File: src/rtl/digital_clock_core_if.sv
// Control, set/alarm and display bundle between the clock core and its host.
interface digital_clock_core_if;
  logic        mode24;
  logic        run;
  logic        set_req;
  logic [7:0]  set_hr;
  logic [7:0]  set_min;
  logic [7:0]  set_sec;
  logic        set_pm;
  logic        set_ack;
  logic        set_err;
  logic [7:0]  alarm_hr;
  logic [7:0]  alarm_min;
  logic        alarm_pm;
  logic        alarm_arm;
  logic        alarm_ack;
  logic        alarm;
  logic        tick;
  logic        pm;
  logic [23:0] digi_clock;

  modport slave (
    input  mode24, run, set_req, set_hr, set_min, set_sec, set_pm,
    input  alarm_hr, alarm_min, alarm_pm, alarm_arm, alarm_ack,
    output set_ack, set_err, alarm, tick, pm, digi_clock
  );

  modport master (
    output mode24, run, set_req, set_hr, set_min, set_sec, set_pm,
    output alarm_hr, alarm_min, alarm_pm, alarm_arm, alarm_ack,
    input  set_ack, set_err, alarm, tick, pm, digi_clock
  );
endinterface

File: src/rtl/digital_clock_core.sv
// BCD HH:MM:SS clock with 12/24 h mode, set handshake (1-cycle output latency, level req / pulse ack).
// Alarm compiled in with DIGITAL_CLOCK_ALARM_EN; otherwise alarm is tied low.
module digital_clock_core #(
  parameter int CLK_FREQ       = 100000,
  parameter int TICK_FREQ      = 1,
  parameter bit DEFAULT_MODE24 = 1'b0
) (
  input logic                 clk_i,
  input logic                 rst_ni,
  digital_clock_core_if.slave bus_io
);
  localparam int             DIV    = CLK_FREQ / TICK_FREQ;
  localparam int             PW     = (DIV > 2) ? $clog2(DIV) : 1;
  localparam logic [PW-1:0]  TC     = PW'(DIV - 1);
  localparam logic [7:0]     RST_HR = DEFAULT_MODE24 ? 8'h00 : 8'h12;

  typedef enum logic [1:0] {IDLE, ACK, WAIT_LOW} state_t;

  state_t        state_q, state_d;
  logic [PW-1:0] presc_q, presc_d;
  logic [7:0]    hr_q, hr_d, min_q, min_d, sec_q, sec_d;
  logic          pm_q, pm_d, mode_q, mode_d;
  logic          set_err_q, set_err_d, alarm_q, alarm_d;
  logic          tick, set_take, set_ok, load, advance;

  function automatic logic [7:0] bcd_inc(input logic [7:0] v);
    if (v[3:0] == 4'd9) return {v[7:4] + 4'd1, 4'd0};
    return {v[7:4], v[3:0] + 4'd1};
  endfunction

  function automatic logic [7:0] bcd_add12(input logic [7:0] v);
    logic [3:0] lo;
    lo = v[3:0] + 4'd2;
    if (lo > 4'd9) return {v[7:4] + 4'd2, lo - 4'd10};
    return {v[7:4] + 4'd1, lo};
  endfunction

  function automatic logic [7:0] bcd_sub12(input logic [7:0] v);
    if (v[3:0] < 4'd2) return {v[7:4] - 4'd2, v[3:0] + 4'd8};
    return {v[7:4] - 4'd1, v[3:0] - 4'd2};
  endfunction

  function automatic logic bcd_ok(input logic [7:0] v, input logic [7:0] lo, input logic [7:0] hi);
    return (v[7:4] <= 4'd9) && (v[3:0] <= 4'd9) && (v >= lo) && (v <= hi);
  endfunction

  assign tick = (presc_q == TC);

  always_comb begin
    state_d   = state_q;
    presc_d   = tick ? '0 : presc_q + 1'b1;
    hr_d      = hr_q;
    min_d     = min_q;
    sec_d     = sec_q;
    pm_d      = pm_q;
    mode_d    = bus_io.mode24;
    set_err_d = set_err_q;
    alarm_d   = alarm_q;

    set_take = (state_q == IDLE) && bus_io.set_req;
    set_ok   = bcd_ok(bus_io.set_sec, 8'h00, 8'h59) && bcd_ok(bus_io.set_min, 8'h00, 8'h59) &&
               (bus_io.mode24 ? bcd_ok(bus_io.set_hr, 8'h00, 8'h23)
                              : bcd_ok(bus_io.set_hr, 8'h01, 8'h12));
    load     = set_take && set_ok;
    advance  = tick && bus_io.run && !set_take;

    // Advance in the stored format first so a same-cycle mode change converts the new time.
    if (advance) begin
      if (sec_d == 8'h59) begin
        sec_d = 8'h00;
        if (min_d == 8'h59) begin
          min_d = 8'h00;
          if (mode_q) begin
            hr_d = (hr_d == 8'h23) ? 8'h00 : bcd_inc(hr_d);
            pm_d = (hr_d >= 8'h12);
          end else if (hr_d == 8'h12) begin
            hr_d = 8'h01;
          end else if (hr_d == 8'h11) begin
            hr_d = 8'h12;
            pm_d = !pm_d;
          end else begin
            hr_d = bcd_inc(hr_d);
          end
        end else begin
          min_d = bcd_inc(min_d);
        end
      end else begin
        sec_d = bcd_inc(sec_d);
      end
    end

`ifdef DIGITAL_CLOCK_ALARM_EN
    if (!bus_io.alarm_arm || bus_io.alarm_ack) begin
      alarm_d = 1'b0;
    end else if (advance && hr_d == bus_io.alarm_hr && min_d == bus_io.alarm_min &&
                 sec_d == 8'h00 && (mode_q || bus_io.alarm_pm == pm_d)) begin
      alarm_d = 1'b1;
    end
`else
    alarm_d = 1'b0;
`endif

    if (bus_io.mode24 != mode_q && !load) begin
      if (bus_io.mode24) begin
        if (hr_d == 8'h12) hr_d = pm_d ? 8'h12 : 8'h00;
        else if (pm_d)     hr_d = bcd_add12(hr_d);
      end else begin
        pm_d = (hr_d >= 8'h12);
        if (hr_d == 8'h00)     hr_d = 8'h12;
        else if (hr_d > 8'h12) hr_d = bcd_sub12(hr_d);
      end
    end

    if (load) begin
      hr_d      = bus_io.set_hr;
      min_d     = bus_io.set_min;
      sec_d     = bus_io.set_sec;
      pm_d      = bus_io.mode24 ? (bus_io.set_hr >= 8'h12) : bus_io.set_pm;
      set_err_d = 1'b0;
      presc_d   = '0;
    end else if (set_take) begin
      set_err_d = 1'b1;
    end

    case (state_q)
      IDLE:     if (bus_io.set_req) state_d = ACK;
      ACK:      state_d = WAIT_LOW;
      WAIT_LOW: if (!bus_io.set_req) state_d = IDLE;
      default:  state_d = IDLE;
    endcase
  end

  always_ff @(posedge clk_i or negedge rst_ni) begin
    if (!rst_ni) begin
      state_q   <= IDLE;
      presc_q   <= '0;
      hr_q      <= RST_HR;
      min_q     <= 8'h00;
      sec_q     <= 8'h00;
      pm_q      <= 1'b0;
      mode_q    <= DEFAULT_MODE24;
      set_err_q <= 1'b0;
      alarm_q   <= 1'b0;
    end else begin
      state_q   <= state_d;
      presc_q   <= presc_d;
      hr_q      <= hr_d;
      min_q     <= min_d;
      sec_q     <= sec_d;
      pm_q      <= pm_d;
      mode_q    <= mode_d;
      set_err_q <= set_err_d;
      alarm_q   <= alarm_d;
    end
  end

`ifndef DIGITAL_CLOCK_ALARM_EN
  logic unused_alarm;
  assign unused_alarm = ^{bus_io.alarm_hr, bus_io.alarm_min, bus_io.alarm_pm,
                          bus_io.alarm_arm, bus_io.alarm_ack};
`endif

  assign bus_io.set_ack    = (state_q == ACK);
  assign bus_io.set_err    = set_err_q;
  assign bus_io.alarm      = alarm_q;
  assign bus_io.tick       = tick;
  assign bus_io.pm         = pm_q;
  assign bus_io.digi_clock = {hr_q, min_q, sec_q};
endmodule
File: src/flat_wrapper.sv
// flat-port wrapper written by rule: the top's interface ports become plain ports
module digital_clock_core_flat 
#(
  parameter int CLK_FREQ       = 100000,
  parameter int TICK_FREQ      = 1,
  parameter bit DEFAULT_MODE24 = 1'b0
)
  (clk_i, rst_ni, bus_io_mode24, bus_io_run, bus_io_set_req, bus_io_set_hr, bus_io_set_min, bus_io_set_sec, bus_io_set_pm, bus_io_alarm_hr, bus_io_alarm_min, bus_io_alarm_pm, bus_io_alarm_arm, bus_io_alarm_ack, bus_io_set_ack, bus_io_set_err, bus_io_alarm, bus_io_tick, bus_io_pm, bus_io_digi_clock);
  digital_clock_core_if bus_io_i ();
  input logic clk_i;
  input logic rst_ni;
  input wire logic [$bits(bus_io_i.mode24)-1:0] bus_io_mode24;
  input wire logic [$bits(bus_io_i.run)-1:0] bus_io_run;
  input wire logic [$bits(bus_io_i.set_req)-1:0] bus_io_set_req;
  input wire logic [$bits(bus_io_i.set_hr)-1:0] bus_io_set_hr;
  input wire logic [$bits(bus_io_i.set_min)-1:0] bus_io_set_min;
  input wire logic [$bits(bus_io_i.set_sec)-1:0] bus_io_set_sec;
  input wire logic [$bits(bus_io_i.set_pm)-1:0] bus_io_set_pm;
  input wire logic [$bits(bus_io_i.alarm_hr)-1:0] bus_io_alarm_hr;
  input wire logic [$bits(bus_io_i.alarm_min)-1:0] bus_io_alarm_min;
  input wire logic [$bits(bus_io_i.alarm_pm)-1:0] bus_io_alarm_pm;
  input wire logic [$bits(bus_io_i.alarm_arm)-1:0] bus_io_alarm_arm;
  input wire logic [$bits(bus_io_i.alarm_ack)-1:0] bus_io_alarm_ack;
  output wire logic [$bits(bus_io_i.set_ack)-1:0] bus_io_set_ack;
  output wire logic [$bits(bus_io_i.set_err)-1:0] bus_io_set_err;
  output wire logic [$bits(bus_io_i.alarm)-1:0] bus_io_alarm;
  output wire logic [$bits(bus_io_i.tick)-1:0] bus_io_tick;
  output wire logic [$bits(bus_io_i.pm)-1:0] bus_io_pm;
  output wire logic [$bits(bus_io_i.digi_clock)-1:0] bus_io_digi_clock;
  assign bus_io_i.mode24 = bus_io_mode24;
  assign bus_io_i.run = bus_io_run;
  assign bus_io_i.set_req = bus_io_set_req;
  assign bus_io_i.set_hr = bus_io_set_hr;
  assign bus_io_i.set_min = bus_io_set_min;
  assign bus_io_i.set_sec = bus_io_set_sec;
  assign bus_io_i.set_pm = bus_io_set_pm;
  assign bus_io_i.alarm_hr = bus_io_alarm_hr;
  assign bus_io_i.alarm_min = bus_io_alarm_min;
  assign bus_io_i.alarm_pm = bus_io_alarm_pm;
  assign bus_io_i.alarm_arm = bus_io_alarm_arm;
  assign bus_io_i.alarm_ack = bus_io_alarm_ack;
  assign bus_io_set_ack = bus_io_i.set_ack;
  assign bus_io_set_err = bus_io_i.set_err;
  assign bus_io_alarm = bus_io_i.alarm;
  assign bus_io_tick = bus_io_i.tick;
  assign bus_io_pm = bus_io_i.pm;
  assign bus_io_digi_clock = bus_io_i.digi_clock;
  digital_clock_core #(.CLK_FREQ(CLK_FREQ), .TICK_FREQ(TICK_FREQ), .DEFAULT_MODE24(DEFAULT_MODE24)) u_core (.clk_i(clk_i), .rst_ni(rst_ni), .bus_io(bus_io_i));
endmodule
File: config.mk
export PLATFORM = sky130hd
export DESIGN_NAME = digital_clock_core_flat
export DESIGN_NICKNAME = d
export VERILOG_FILES = /design/src/rtl/digital_clock_core_if.sv /design/src/rtl/digital_clock_core.sv /design/src/flat_wrapper.sv
export SDC_FILE = /design/constraint.sdc
export NUM_CORES = 1
export LEC_CHECK = 0
export BUFFER_PORTS_ARGS = -buffer_cell sky130_fd_sc_hd__buf_2
export CORE_UTILIZATION = 23
export CTS_BUF_LIST = sky130_fd_sc_hd__clkbuf_4
export CTS_CLUSTER_SIZE = 25
export DETAILED_ROUTE_END_ITERATION = 10
export REMOVE_ABC_BUFFERS = 1
export SKIP_LAST_GASP = 1
export SLEW_MARGIN = 20
export SYNTH_ARGS = -nofsm -noshare
export SYNTH_HDL_FRONTEND = slang
export SYNTH_SLANG_ARGS = --single-unit
File: constraint.sdc
create_clock -name clk_i -period 5.35 [get_ports clk_i]
set_clock_uncertainty 0.1 [all_clocks]
set_input_delay 0.2675 -clock clk_i [delete_from_list [all_inputs] [get_ports clk_i]]
set_output_delay 0.2675 -clock clk_i [all_outputs]
set_load 0.01 [all_outputs]
* Word-level counts from Yosys, hierarchy flattened *
Cells that the tools add are included.

word-level totals
  bits in registers = 46
  bits of input ports = 49
  output and inout port bits = 29
  word-level logic and storage cells = 175

operators by class
  add/subtract/negate cells = 15
  $lt $le $gt $ge = 20
  eq/ne operators = 15
  muxes and demuxes = 83
  reductions and logical operators = 32

operators by type and width
  cell                                                  count
  two-way mux 8 bit                                     36
  two-way mux 1 bit                                     41
  two-way mux 17 bit                                    2
  >= comparator 8 x 1 -> 1 bit (second input constant)  4
  adder 4 x 1 -> 4 bit (second input constant)          7
  equality test 8 x 5 -> 1 bit (second input constant)  3
  >= comparator 8 x 5 -> 1 bit (second input constant)  3
  <= comparator 4 bit (second input constant)           6
  logical AND 1 bit                                     18
  adder 17 x 1 -> 17 bit (second input constant)        1
  equality test 17 bit (second input constant)          1
  equality test 8 x 7 -> 1 bit (second input constant)  2
  <= comparator 8 x 7 -> 1 bit (second input constant)  2
  equality test 4 bit (second input constant)           3
  adder 4 x 2 -> 4 bit (second input constant)          2
  equality test 8 x 6 -> 1 bit (second input constant)  1
  > comparator 8 x 5 -> 1 bit (second input constant)   1
  <= comparator 8 x 5 -> 1 bit (second input constant)  1
  <= comparator 8 x 6 -> 1 bit (second input constant)  1
  zero test 8 bit                                       1
  subtractor 4 x 2 -> 4 bit (second input constant)     2
  one-hot mux 2 bit (3 select lines)                    1
  AND reduction 2 bit                                   3
  nonzero test 2 bit                                    3
  15 further kinds                                      20

* Depth between registers and ports, before layout *
Gate-level depths: netlist of run 1.

  depth after elaboration = 29
  depth in mapped cells = 18
  mapped depth without buffers = 16

* Least setup slack after synthesis of run 1 *
Ideal clock, no wire load.

  kind = reg-to-reg
  from = register u_core.presc_q[0]
  to = register u_core.hr_q[7]
  setup time = 119 ps
  data arrival time = 3673 ps
  setup slack = 1458 ps
  stages on the path, launching flop included = 18
  buffers on the path = 2
  clock period less this slack = 3892 ps
  cell sequence = dfrtp_1 -> ha_1 -> and4_1 -> buf_2 -> nand4_2 -> or4_4 -> buf_6 -> nor3_1 -> a21oi_1 -> o21ai_0 -> ha_1 -> inv_1 -> and3_1 -> a211oi_1 -> o211ai_1 -> a311oi_1 -> a221oi_1 -> o21a_1

on the way
  longest elaborated chain between the ends = 17
  elaborated cells on any way between the ends = 36

RTL lines
  element                             line                       text
  start, declared                     digital_clock_core.sv:20   logic [PW-1:0] presc_q, presc_d;
  start signal, assigned              digital_clock_core.sv:146  presc_q <= presc_d;
  equality test 17 bit (*)            digital_clock_core.sv:47   assign tick = (presc_q == TC);
  logical AND 1 bit (*) (2 in a row)  digital_clock_core.sv:65   advance = tick && bus_io.run && !set_take;
  two-way mux 8 bit                   digital_clock_core.sv:68   if (advance) begin
  adder 4 x 2 -> 4 bit                digital_clock_core.sv:33   lo = v[3:0] + 4'd2;
  > comparator 4 bit                  digital_clock_core.sv:34   if (lo > 4'd9) return {v[7:4] + 4'd2, lo - 4'd10};
  two-way mux 1 bit                   digital_clock_core.sv:34
  two-way mux 1 bit                   digital_clock_core.sv:106  else if (pm_d) hr_d = bcd_add12(hr_d);
  two-way mux 1 bit                   digital_clock_core.sv:105  if (hr_d == 8'h12) hr_d = pm_d ? 8'h12 : 8'h00;
  two-way mux 1 bit                   digital_clock_core.sv:104  if (bus_io.mode24) begin
  two-way mux 1 bit                   digital_clock_core.sv:103  if (bus_io.mode24 != mode_q && !load) begin
  two-way mux 8 bit                   digital_clock_core.sv:35   return {v[7:4] + 4'd1, lo};
  two-way mux 8 bit                   digital_clock_core.sv:106
  two-way mux 8 bit                   digital_clock_core.sv:105
  two-way mux 8 bit                   digital_clock_core.sv:104
  two-way mux 8 bit (*)               digital_clock_core.sv:103
  two-way mux 8 bit (*)               digital_clock_core.sv:114  if (load) begin
  net u_core.hr_d[7]                  digital_clock_core.sv:21   logic [7:0] hr_q, hr_d, min_q, min_d, sec_q, sec_d;
  end signal, assigned                digital_clock_core.sv:147  hr_q <= hr_d;
  end, declared                       digital_clock_core.sv:21

The timed path passes the listed nets; every way through them passes the cells marked *. The select of a mux whose other input is x is not followed.
A chain may end at the register's enable or synchronous reset.

* Worst setup path after layout of run 1 *
  from = register u_core.presc_q[0]
  to = register u_core.hr_q[1]

Same word-level chain as after synthesis.

==> results of run 1 <==
[power breakdown]
part           internal (W)  switching, W  leakage (nW)
logic              0.000361      0.000465          1.32
registers          0.000428      0.000156         0.579
clock network     0.0000572      0.000124        0.0337
total              0.000846      0.000745          1.93
[how the worst max path moves through the flow]
stage                           start  depth (start not counted)              to  slack, ps
floorplan           u_core.presc_q[0]                         15  u_core.hr_q[7]       1490
global placement    u_core.presc_q[0]                         15  u_core.hr_q[2]       1060
detailed placement  u_core.presc_q[0]                         13  u_core.hr_q[1]        980
CTS                 u_core.presc_q[0]                         13  u_core.hr_q[1]        950
global route        u_core.presc_q[0]                         13  u_core.hr_q[1]        660
finish              u_core.presc_q[0]                         13  u_core.hr_q[1]        920
[cell type report]
cell class                      instances  area, sq um  share of cell area, %
Tap cell                              216          270                   6.11
Sequential cell                        46         1150                   26.1
Inverter                               20         75.1                   1.70
Timing Repair Buffer                   64          343                   7.75
Clock buffer                            6         45.0                   1.02
Clock inverter                          2         12.5                  0.283
Multi-Input combinational cell        404         2530                   57.1
[logic make-up after synthesis]
family | after synthesis | synth area share, %
AOI/OAI and AO/OA | 106 | 18.0
adders and majority gates | 20 | 6.49
and+or+nand+nor | 242 | 32.7
buffers and inverters | 43 | 4.51
other | 1 | 0.0973
DFF | 46 | 29.9
xor gates and xnor gates | 25 | 5.68
muxes | 10 | 2.63
[critical path: stages, from the launching register on]
cell      delay, ps
dfrtp_1         400
ha_1            210
and4_1          330
nand4_2         230
or4_4           640
a211oi_4        520
ha_1            310
nand4b_1        110
mux2i_1         210
nand3_1         340
o211a_1         280
o311ai_0        310
o211ai_1        150
o21ai_1         210
[Yosys cell counts (2+ instances only)]
cell type / count
nor4_1: 6
nand3_1: 24
dfrtp_1: 44
o21ai_1: 2
o22ai_1: 4
nor4bb_1: 2
inv_1: 19
nor2b_1: 7
nand2_1: 55
o21a_1: 3
ha_1: 20
a21o_1: 2
nand2b_1: 3
xor2_1: 15
xnor2_1: 10
and3b_1: 4
o21ai_0: 19
a31oi_1: 8
nor2_1: 68
o211ai_1: 4
or3_1: 4
nor3_1: 13
and2_1: 5
o31ai_1: 4
and4bb_2: 2
o2111ai_1: 2
or4_4: 2
clkbuf_1: 19
o311ai_0: 2
and4_1: 3
and3_1: 10
a22oi_1: 3
mux2i_1: 9
a21oi_1: 33
nand4_1: 15
a211oi_1: 4
dfstp_2: 2
a221oi_1: 2
nand3b_1: 7
[flip-flops by register name (all words and copies together) (netlist names)]
register / flops
u_core.bus_io.pm: 1
u_core.bus_io.set_err: 1
u_core.hr_q: 8
u_core.min_q: 8
u_core.mode_q: 1
u_core.presc_q: 17
u_core.sec_q: 8
u_core.state_q: 2
[layer usage]
layer  part of all wire, %  track usage, %
met4                  0.39            1.94
met2                    44            19.5
met5                     0               0
met3                   5.4            2.04
met1                    51            19.4
[stage by stage]
stage / util (%) / std cells / power [W] / setup WS, ps
final: 27.5 / 758 / 0.00159 / 921
after global routing: 27.5 / 758 / 0.00173 / 661
after CTS: 27.4 / 758 / 0.00159 / 952
after detailed placement: 27.0 / 749 / 0.00141 / 983
after global placement: 27.0 / 749 / 0.00140 / 1060
after floorplan: - / 470 / 0.00115 / 1490
==> results.json, run 1 <==
{
  "status": "finished clean",
  "min_path_type": "in2reg",
  "rsz0062_at_grt": "no",
  "min-delay-start": "bus_io_set_sec[4]",
  "criticalPathCategory": "reg2reg",
  "cts_setup_buffers": 0,
  "totalWireLength_microns": 11200,
  "die_w_microns": 131,
  "detail_route.wl_per_cell_microns": 14.8,
  "dr.pass1.iters": 5,
  "synthFlopType": "dfrtp_1",
  "holdBufCountCts": 1,
  "portBuffers": 57,
  "fin_crit_sh_pct": 82.8,
  "relSlewSlack_pct": 38.3,
  "power.density_nw_per_um2": 360,
  "h-tree-depth": 2,
  "synthToLayoutAreaGrowth_pct": 14.8,
  "required_ps": 5550,
  "drive_gt1_share_pct": 16.4,
  "finalSetupTns_ps": 0,
  "placed_area_sq_um": 4360,
  "fillers": 1828,
  "first_global_vias": 3456,
  "reg2reg_depth": 13,
  "setup_violations": 0,
  "antenna_found_initial": 0,
  "ys_ff_latch": 46,
  "mostFrequentLayoutCell": "nor2_1",
  "drt-initial-drc-count": 209,
  "grt_max_degree": 47,
  "diodes": 0,
  "syn_inst": 493,
  "ff2ff_setup_slack_ps": 920,
  "gp_congestion": 0.880,
  "synth_area_per_cell_sq_um": 7.82,
  "startpoint_type": "flop",
  "numCtsBuffers": 5,
  "clk_pin_slew_ps": 150,
  "gr-total-overflow": 0,
  "grt_first_pass_wirelength_microns": 18300,
  "layout_common_cells": "68 x nor2_1, 56 x buf_2, 55 x nand2_1, 44 x dfrtp_1, 33 x a21oi_1",
  "design.core.area_sq_um": 16100,
  "nets": 610,
  "synth_top_cell_by_area": "dfrtp_1",
  "die_h_microns": 131,
  "r2r_start": "u_core.presc_q[0]",
  "post-route-drc-count": 0,
  "drv_cap": 0,
  "netlist_area_sq_um": 3850,
  "hpwl_microns": 8510,
  "start_util_pct": 23.9,
  "yosys-top-cells-area": "dfrtp_1 29%, nor2_1 6.6%, ha_1 6.5%, nand2_1 5.4%, a21oi_1 4.3%",
  "max_freq_mhz": 226,
  "ys_types": 72,
  "synth_edf_count": 0,
  "p_leak_nw": 1.93,
  "hold_end": "u_core.sec_q[4]",
  "yosysWarnings": 0,
  "stdcell_area_sq_um": 4430,
  "slew_viol_final": 0,
  "worst_hold_slack_ps": 20.4,
  "rows": 46,
  "clockBufferDepth": 2,
  "io_pins": 78,
  "seq_area_frac_synth_pct": 29.9,
  "async_reset_ff_share_pct": 100,
  "dieArea_sq_um": 17300,
  "drtAntennaViolNets": 0,
  "arrival_ps": 4630,
  "min_path_cells": 3,
  "clockRootBuffer": "clkbuf_4",
  "dr_total_vias": 3802,
  "cts_tree": "yes",
  "worst_pin_slew_ps": 923,
  "grt_use_total_pct": 12.9,
  "synth_top_area_share_pct": 28.6,
  "rr_endpoint": "u_core.hr_q[1]",
  "vias_per_cell": 5.02,
  "clk_latency_ps": 380,
  "cp_max_fo": 10,
  "fin_crit_ps": 4430,
  "cp-end-kind": "flop",
  "hold_viol_final": 0,
  "cts_resized": 0,
  "clkSinkCount": 46,
  "irDropWorstVdd_uv": 151
}
Power figures use the tool's default switching activity.
==> run 2: changes to the inputs <==
clock period = 4 ns   (was 5.35 ns; I/O delays follow)
==> run 2 against run 1 <==
Compared with the run above: wire length up 3.9%; critical path depth up 2; sequential power up 33%; register-to-register slack worse by 680 ps; combinational power up 44%.
==> results.json, run 2 (same netlist as run 1, synthesis figures left out) <==
{
  "relSlewSlack_pct": 53.2,
  "crit_slowest_cell": "or4b_1",
  "ff2ff_setup_slack_ps": 240,
  "h-tree-depth": 2,
  "cp-end-kind": "flop",
  "die_h_microns": 131,
  "start_util_pct": 23.9,
  "largest_reg_flops": 17,
  "slew_viol_final": 0,
  "pre_cts_ws_ps": 186,
  "cts_setup_buffers": 0,
  "hpwl_microns": 8750,
  "rr_endpoint": "u_core.hr_q[5]",
  "status": "finished clean",
  "drv_cap": 0,
  "seq_area_sq_um": 1150,
  "synthToLayoutAreaGrowth_pct": 22.4,
  "design.core.area_sq_um": 16100,
  "grt_max_degree": 47,
  "power_w": 0.00220,
  "io_pins": 78,
  "grt_util_met2_pct": 21.4,
  "gp_congestion": 0.888,
  "hold_end": "u_core.hr_q[4]",
  "rsz0062_at_grt": "no",
  "drive_gt1_share_pct": 19.3,
  "totalWireLength_microns": 11700,
  "worst_pin_slew_ps": 698,
  "setup_violations": 0,
  "irDropWorstVdd_uv": 175,
  "detail_route.wl_per_cell_microns": 14.8,
  "max_freq_mhz": 266,
  "grt_most_used_layer": "met2",
  "r2r_start": "u_core.min_q[1]",
  "min_path_cells": 3,
  "max_stage_delay_ps": 500,
  "dr_total_vias": 3917,
  "dr.pass1.iters": 5,
  "post-route-drc-count": 0,
  "min-delay-start": "bus_io_set_hr[4]",
  "mostFrequentLayoutCell": "nor2_1",
  "path_cells": "inv_1 > ha_1 > and3b_1 > nand3_1 > or4_4 > buf_4 > a211oi_4 > ha_1 > nand4b_1 > mux2i_1 > nand3_2 > nor2_1 > a221oi_1 > or4b_1 > o2111ai_1",
  "antenna_found_initial": 1,
  "hold_viol_final": 0,
  "vias_per_cell": 4.96,
  "nets": 642,
  "gr-total-overflow": 0,
  "clk_latency_ps": 380,
  "top_register": "u_core.presc_q",
  "reg2reg_depth": 15,
  "crit_path_frequent_cell": "ha_1",
  "fin_crit_sh_pct": 94.0,
  "portBuffers": 57,
  "grt_first_pass_wirelength_microns": 19500,
  "rows": 46,
  "grt_use_total_pct": 13.6,
  "cts_tree": "yes",
  "clk_pin_slew_ps": 140,
  "power.density_nw_per_um2": 466,
  "min_path_type": "in2reg",
  "fillers": 1774,
  "fin_cells": 790,
  "die_w_microns": 131,
  "clockBufferDepth": 2,
  "first_global_vias": 3749,
  "layout_common_cells": "68 x nor2_1, 56 x buf_2, 54 x nand2_1, 43 x dfrtp_1, 32 x a21oi_1",
  "drt-initial-drc-count": 347,
  "arrival_ps": 3940,
  "use_met3_pct": 2.12,
  "multi_input_area_sq_um": 2540,
  "gr-usage-met1_pct": 19.7,
  "p_leak_nw": 2.07,
  "dp_cells": 766,
  "finalWorstSetupSlack_ps": 239,
  "numCtsBuffers": 5,
  "cp_max_fo": 7,
  "clkSinkCount": 46,
  "drtAntennaViolNets": 0,
  "finalSetupTns_ps": 0,
  "startpoint_type": "flop",
  "clockRootBuffer": "clkbuf_4",
  "fin_crit_ps": 3760,
  "diodes": 0,
  "required_ps": 4180,
  "worst_hold_slack_ps": 16.7,
  "dieArea_sq_um": 17300,
  "criticalPathCategory": "reg2reg"
}
## run 2: final cells by class
cell class / count / share of cell area (%)
multi-input combinational: 404 / 53.8
sequential: 46 / 24.5
timing repair buffer: 96 / 13.2
tap: 216 / 5.73
inverter: 20 / 1.59
clock buffer: 5 / 0.796
clock inverter: 3 / 0.451
## run 2: worst max-delay path by stage
stage / from / to / slack (ps) / depth (start not counted)
after global placement: u_core.min_q[1] / u_core.hr_q[2] / 210 / 16
after global routing: u_core.min_q[0] / u_core.hr_q[2] / 7 / 15
after detailed placement: u_core.min_q[1] / u_core.hr_q[1] / 190 / 15
after CTS: u_core.min_q[1] / u_core.hr_q[1] / 120 / 15
after floorplan: u_core.presc_q[0] / u_core.hr_q[7] / 140 / 15
final: u_core.min_q[1] / u_core.hr_q[5] / 240 / 15
## run 2: where the power goes
group	internal (W)	switching (W)
combinational	0.000532	0.000657
sequential	0.000573	0.000204
clock	0.0000687	0.000163
## run 2: what timing repair did
| action | CTS | global route |
|---|---|---|
| setup endpoints to repair | 0 | 5 |
| hold buffers | 16 | 0 |
| resized for setup | 0 | 6 |
| endpoints found under the hold margin | 59 | 0 |
## run 2: layer usage
layer | vias up | wire length [microns]
met1 | 1829 | 5770
met3 | 13 | 677
met2 | 130 | 5120
met4 | 2 | 96
met5 | - | 13
li1 | 1943 | -
## run 2: per-stage QoR
stage               utilization [%]  area [sq um]
finish                         29.3          4720
CTS                            29.2          4700
global placement               27.8          4480
floorplan                         -          3750
global route                   29.3          4720
detailed placement             27.8          4480
## run 2: worst max-delay path: cells and delay by family, from the launching register on
family | cells | cell delay, ps
adder cells (fa/ha/maj) | 2 | 420
AND/OR/NAND/NOR | 7 | 1810
flip-flops | 1 | 450
multiplexers | 1 | 220
AO/OA/AOI/OAI | 3 | 410
buffers and inverters | 2 | 260
==> run 3: changes to the inputs <==
ABC_AREA = 1   (was default)
ABC_CLOCK_PERIOD_IN_PS = 3640   (was default)
clock period = 3.64 ns   (was 4 ns; I/O delays follow)
==> run 3 against run 2 <==
Compared with the run above: via count up 0.64%; sequential cell count unchanged; power up 7.9%; global-route usage down 1.1 points; fmax up 18%; critical path depth up 7; sequential power down 2%; synthesized area up 4.0%; synthesized cell count up 20%; critical endpoint is now u_core.hr_q[2]; largest power group unchanged; highest routed layer is now met4.
==> results.json, run 3 <==
{
  "status": "finished clean",
  "criticalPathCategory": "reg2reg",
  "p_switching_w": 0.00117,
  "stdcell_area_sq_um": 4700,
  "synthFlopType": "dfrtp_1",
  "startpoint_type": "flop",
  "hpwl_microns": 8650,
  "max_freq_mhz": 313,
  "placed_area_sq_um": 4540,
  "nets": 731,
  "grt_max_degree": 47,
  "dieArea_sq_um": 18000,
  "clockRootBuffer": "clkbuf_4",
  "drtAntennaViolNets": 0,
  "ys_ff_latch": 46,
  "fin_crit_ps": 3190,
  "pre_cts_ws_ps": 505,
  "worst_hold_slack_ps": 28.6,
  "hold_viol_final": 0,
  "dp_cells": 865,
  "cp_max_fo": 10,
  "io_pins": 78,
  "gp_congestion": 0.871,
  "totalWireLength_microns": 10900,
  "irDropWorstVdd_uv": 149,
  "route.met2.wl_microns": 4720,
  "die_h_microns": 134,
  "yosys-top-cells-area": "dfrtp_1 27%, nand2_1 13%, inv_1 8.0%, ha_1 6.2%, nand3_1 5.6%",
  "crit_slowest_cell": "dfrtp_1",
  "drv_cap": 0,
  "synth_area_per_cell_sq_um": 6.76,
  "setup_violations": 0,
  "arrival_ps": 3350,
  "crit_path_frequent_cell": "nand2_1",
  "portBuffers": 57,
  "post-route-drc-count": 0,
  "detail_route.wl_per_cell_microns": 12.3,
  "seq_area_frac_synth_pct": 28.8,
  "drive_gt1_share_pct": 19.5,
  "dr.pass1.iters": 5,
  "finalSetupTns_ps": 0,
  "start_util_pct": 23.8,
  "max_stage_delay_ps": 460,
  "diodes": 0,
  "power.density_nw_per_um2": 504,
  "clkSinkCount": 46,
  "design.core.area_sq_um": 16800,
  "synthToLayoutAreaGrowth_pct": 17.3,
  "ys_types": 47,
  "route.met3.wl_microns": 557,
  "rsz0062_at_grt": "no",
  "numCtsBuffers": 5,
  "rows": 47,
  "grt_use_total_pct": 12.5,
  "slew_viol_final": 0,
  "required_ps": 3800,
  "pwr-share-clk_pct": 10.6,
  "p_int_w": 0.00120,
  "worst_pin_slew_ps": 610,
  "routedLengthMet1_microns": 5440,
  "largest_reg_flops": 17,
  "grt_first_pass_wirelength_microns": 18100,
  "p_leak_nw": 2.36,
  "seq_power_share_pct": 32.0,
  "yosysWarnings": 0,
  "fin_crit_sh_pct": 87.8,
  "p_comb_share_pct": 57.4,
  "layout_common_cells": "142 x nand2_1, 85 x inv_1, 59 x nor2_1, 56 x buf_2, 45 x nand3_1",
  "synth_top_cell_by_area": "dfrtp_1",
  "syn_inst": 593,
  "finalWorstSetupSlack_ps": 445,
  "gr-total-overflow": 0,
  "min_path_type": "in2reg",
  "top_register": "u_core.presc_q",
  "antenna_found_initial": 0,
  "cts_tree": "yes",
  "route.top_layer_used": "met4",
  "synth_common_cells": "142 x nand2_1, 85 x inv_1, 59 x nor2_1",
  "synth_edf_count": 0,
  "vias_per_cell": 4.46,
  "async_reset_ff_share_pct": 100,
  "power.share.switching_pct": 49.4,
  "path_cells": "inv_1 > ha_1 > nand2_1 > nor2_1 > nand3_1 > nor2_4 > nand3_4 > nand2_1 > nand2_1 > inv_1 > ha_1 > nand2_1 > nor2_2 > nand3_4 > nand2_2 > inv_2 > nand2_1 > o21ai_1 > inv_1 > nand2_1 > nand2_1 > nand2_1",
  "clk_pin_slew_ps": 140,
  "fin_cells": 883,
  "cp-end-kind": "flop",
  "h-tree-depth": 2,
  "clockBufferDepth": 2,
  "synth_top_area_share_pct": 27.5,
  "dr_total_vias": 3942,
  "synth.most_common_cell": "nand2_1",
  "drt-initial-drc-count": 251,
  "first_global_vias": 3674,
  "netlist_area_sq_um": 4010,
  "mostFrequentLayoutCell": "nand2_1",
  "die_w_microns": 134,
  "relSlewSlack_pct": 59.3,
  "clk_latency_ps": 370
}
[run 3: cell types whose count changed after synthesis, moves of 7 or more]
| cell | previous run | this run |
|---|---|---|
| nor2b_1 | 7 | 0 |
| nor2_2 | 0 | 10 |
| o21ai_0 | 19 | 31 |
| nor2_1 | 68 | 59 |
| mux2i_1 | 9 | 0 |
| nand2_2 | 0 | 19 |
| and3_1 | 10 | 1 |
| nand2_1 | 55 | 142 |
| a31oi_1 | 8 | 1 |
| inv_2 | 1 | 10 |
| nand3_1 | 24 | 45 |
| clkbuf_1 | 19 | 3 |
| a21oi_1 | 33 | 23 |
| inv_1 | 19 | 85 |
[run 3: per-layer routing]
metal | GRT usage (%) | up-vias
li1 | - | 2034
met2 | 19.7 | 111
met4 | 3.79 | 0
met3 | 1.51 | 11
met1 | 17.7 | 1786
met5 | 0 | -
[run 3: per-stage QoR]
stage	power, W	utilization (%)
2_1_floorplan	0.00176	-
3_3_place_gp	0.00210	27.0
3_5_place_dp	0.00211	27.0
4_1_cts	0.00238	27.9
5_1_grt	0.00261	27.9
6_report	0.00237	27.9
[run 3: cell families after synthesis]
kind of cell               Yosys count  synth area share [%]
and+or+nand+nor                    325                  39.1
buffers and inverters              104                  10.2
AOI/OAI and AO/OA                   80                  11.9
DFF                                 46                  28.8
adders and majority gates           20                  6.25
xor gates and xnor gates            17                  3.72
other                                1                0.0936
[run 3: cell type report]
class / instances / area, sq um
clock buffer: 6 / 45.0
inverter: 97 / 367
timing repair buffer: 69 / 403
fill: 1896 / 12100
sequential: 46 / 1150
clock inverter: 2 / 8.76
tap: 220 / 275
multi-input combinational: 443 / 2450
[run 3: final timing paths]
kind / depth (start not counted) / startpoint / endpoint / slack (ps)
setup / recovery: 22 / u_core.min_q[1] / u_core.hr_q[2] / 450
hold / removal: 3 / bus_io_set_hr[3] / u_core.hr_q[3] / 30
setup reg to reg: 22 / u_core.min_q[1] / u_core.hr_q[2] / 450
hold reg to reg: 1 / u_core.presc_q[0] / u_core.presc_q[0] / 370
max in group asynchronous: 2 / rst_ni / u_core.sec_q[5] / 2770
min in group asynchronous: 2 / rst_ni / u_core.presc_q[9] / 250
[run 3: power by group through the flow]
stage	combinational [W]	clock [W]	sequential (W)
after floorplan	0.00101	0	0.000751
after global placement	0.00133	0	0.000765
after detailed placement	0.00134	0	0.000768
after CTS	0.00136	0.000263	0.000757
after global routing	0.00155	0.000281	0.000774
final	0.00136	0.000250	0.000759
[run 3: what timing repair did]
action / CTS / global route
endpoints found under the hold margin: 53 / 0
hold buffers: 10 / 0
resized for setup: 0 / 0
buffers inserted: 0 / 0
[run 3: critical path, delay by kind of cell (launching register included)]
kind / cells / cell delay [ps]
AO/OA/AOI/OAI: 1 / 50
buffers and inverters: 4 / 450
adder cells (fa/ha/maj): 2 / 370
AND/OR/NAND/NOR: 15 / 1630
flip-flops: 1 / 460
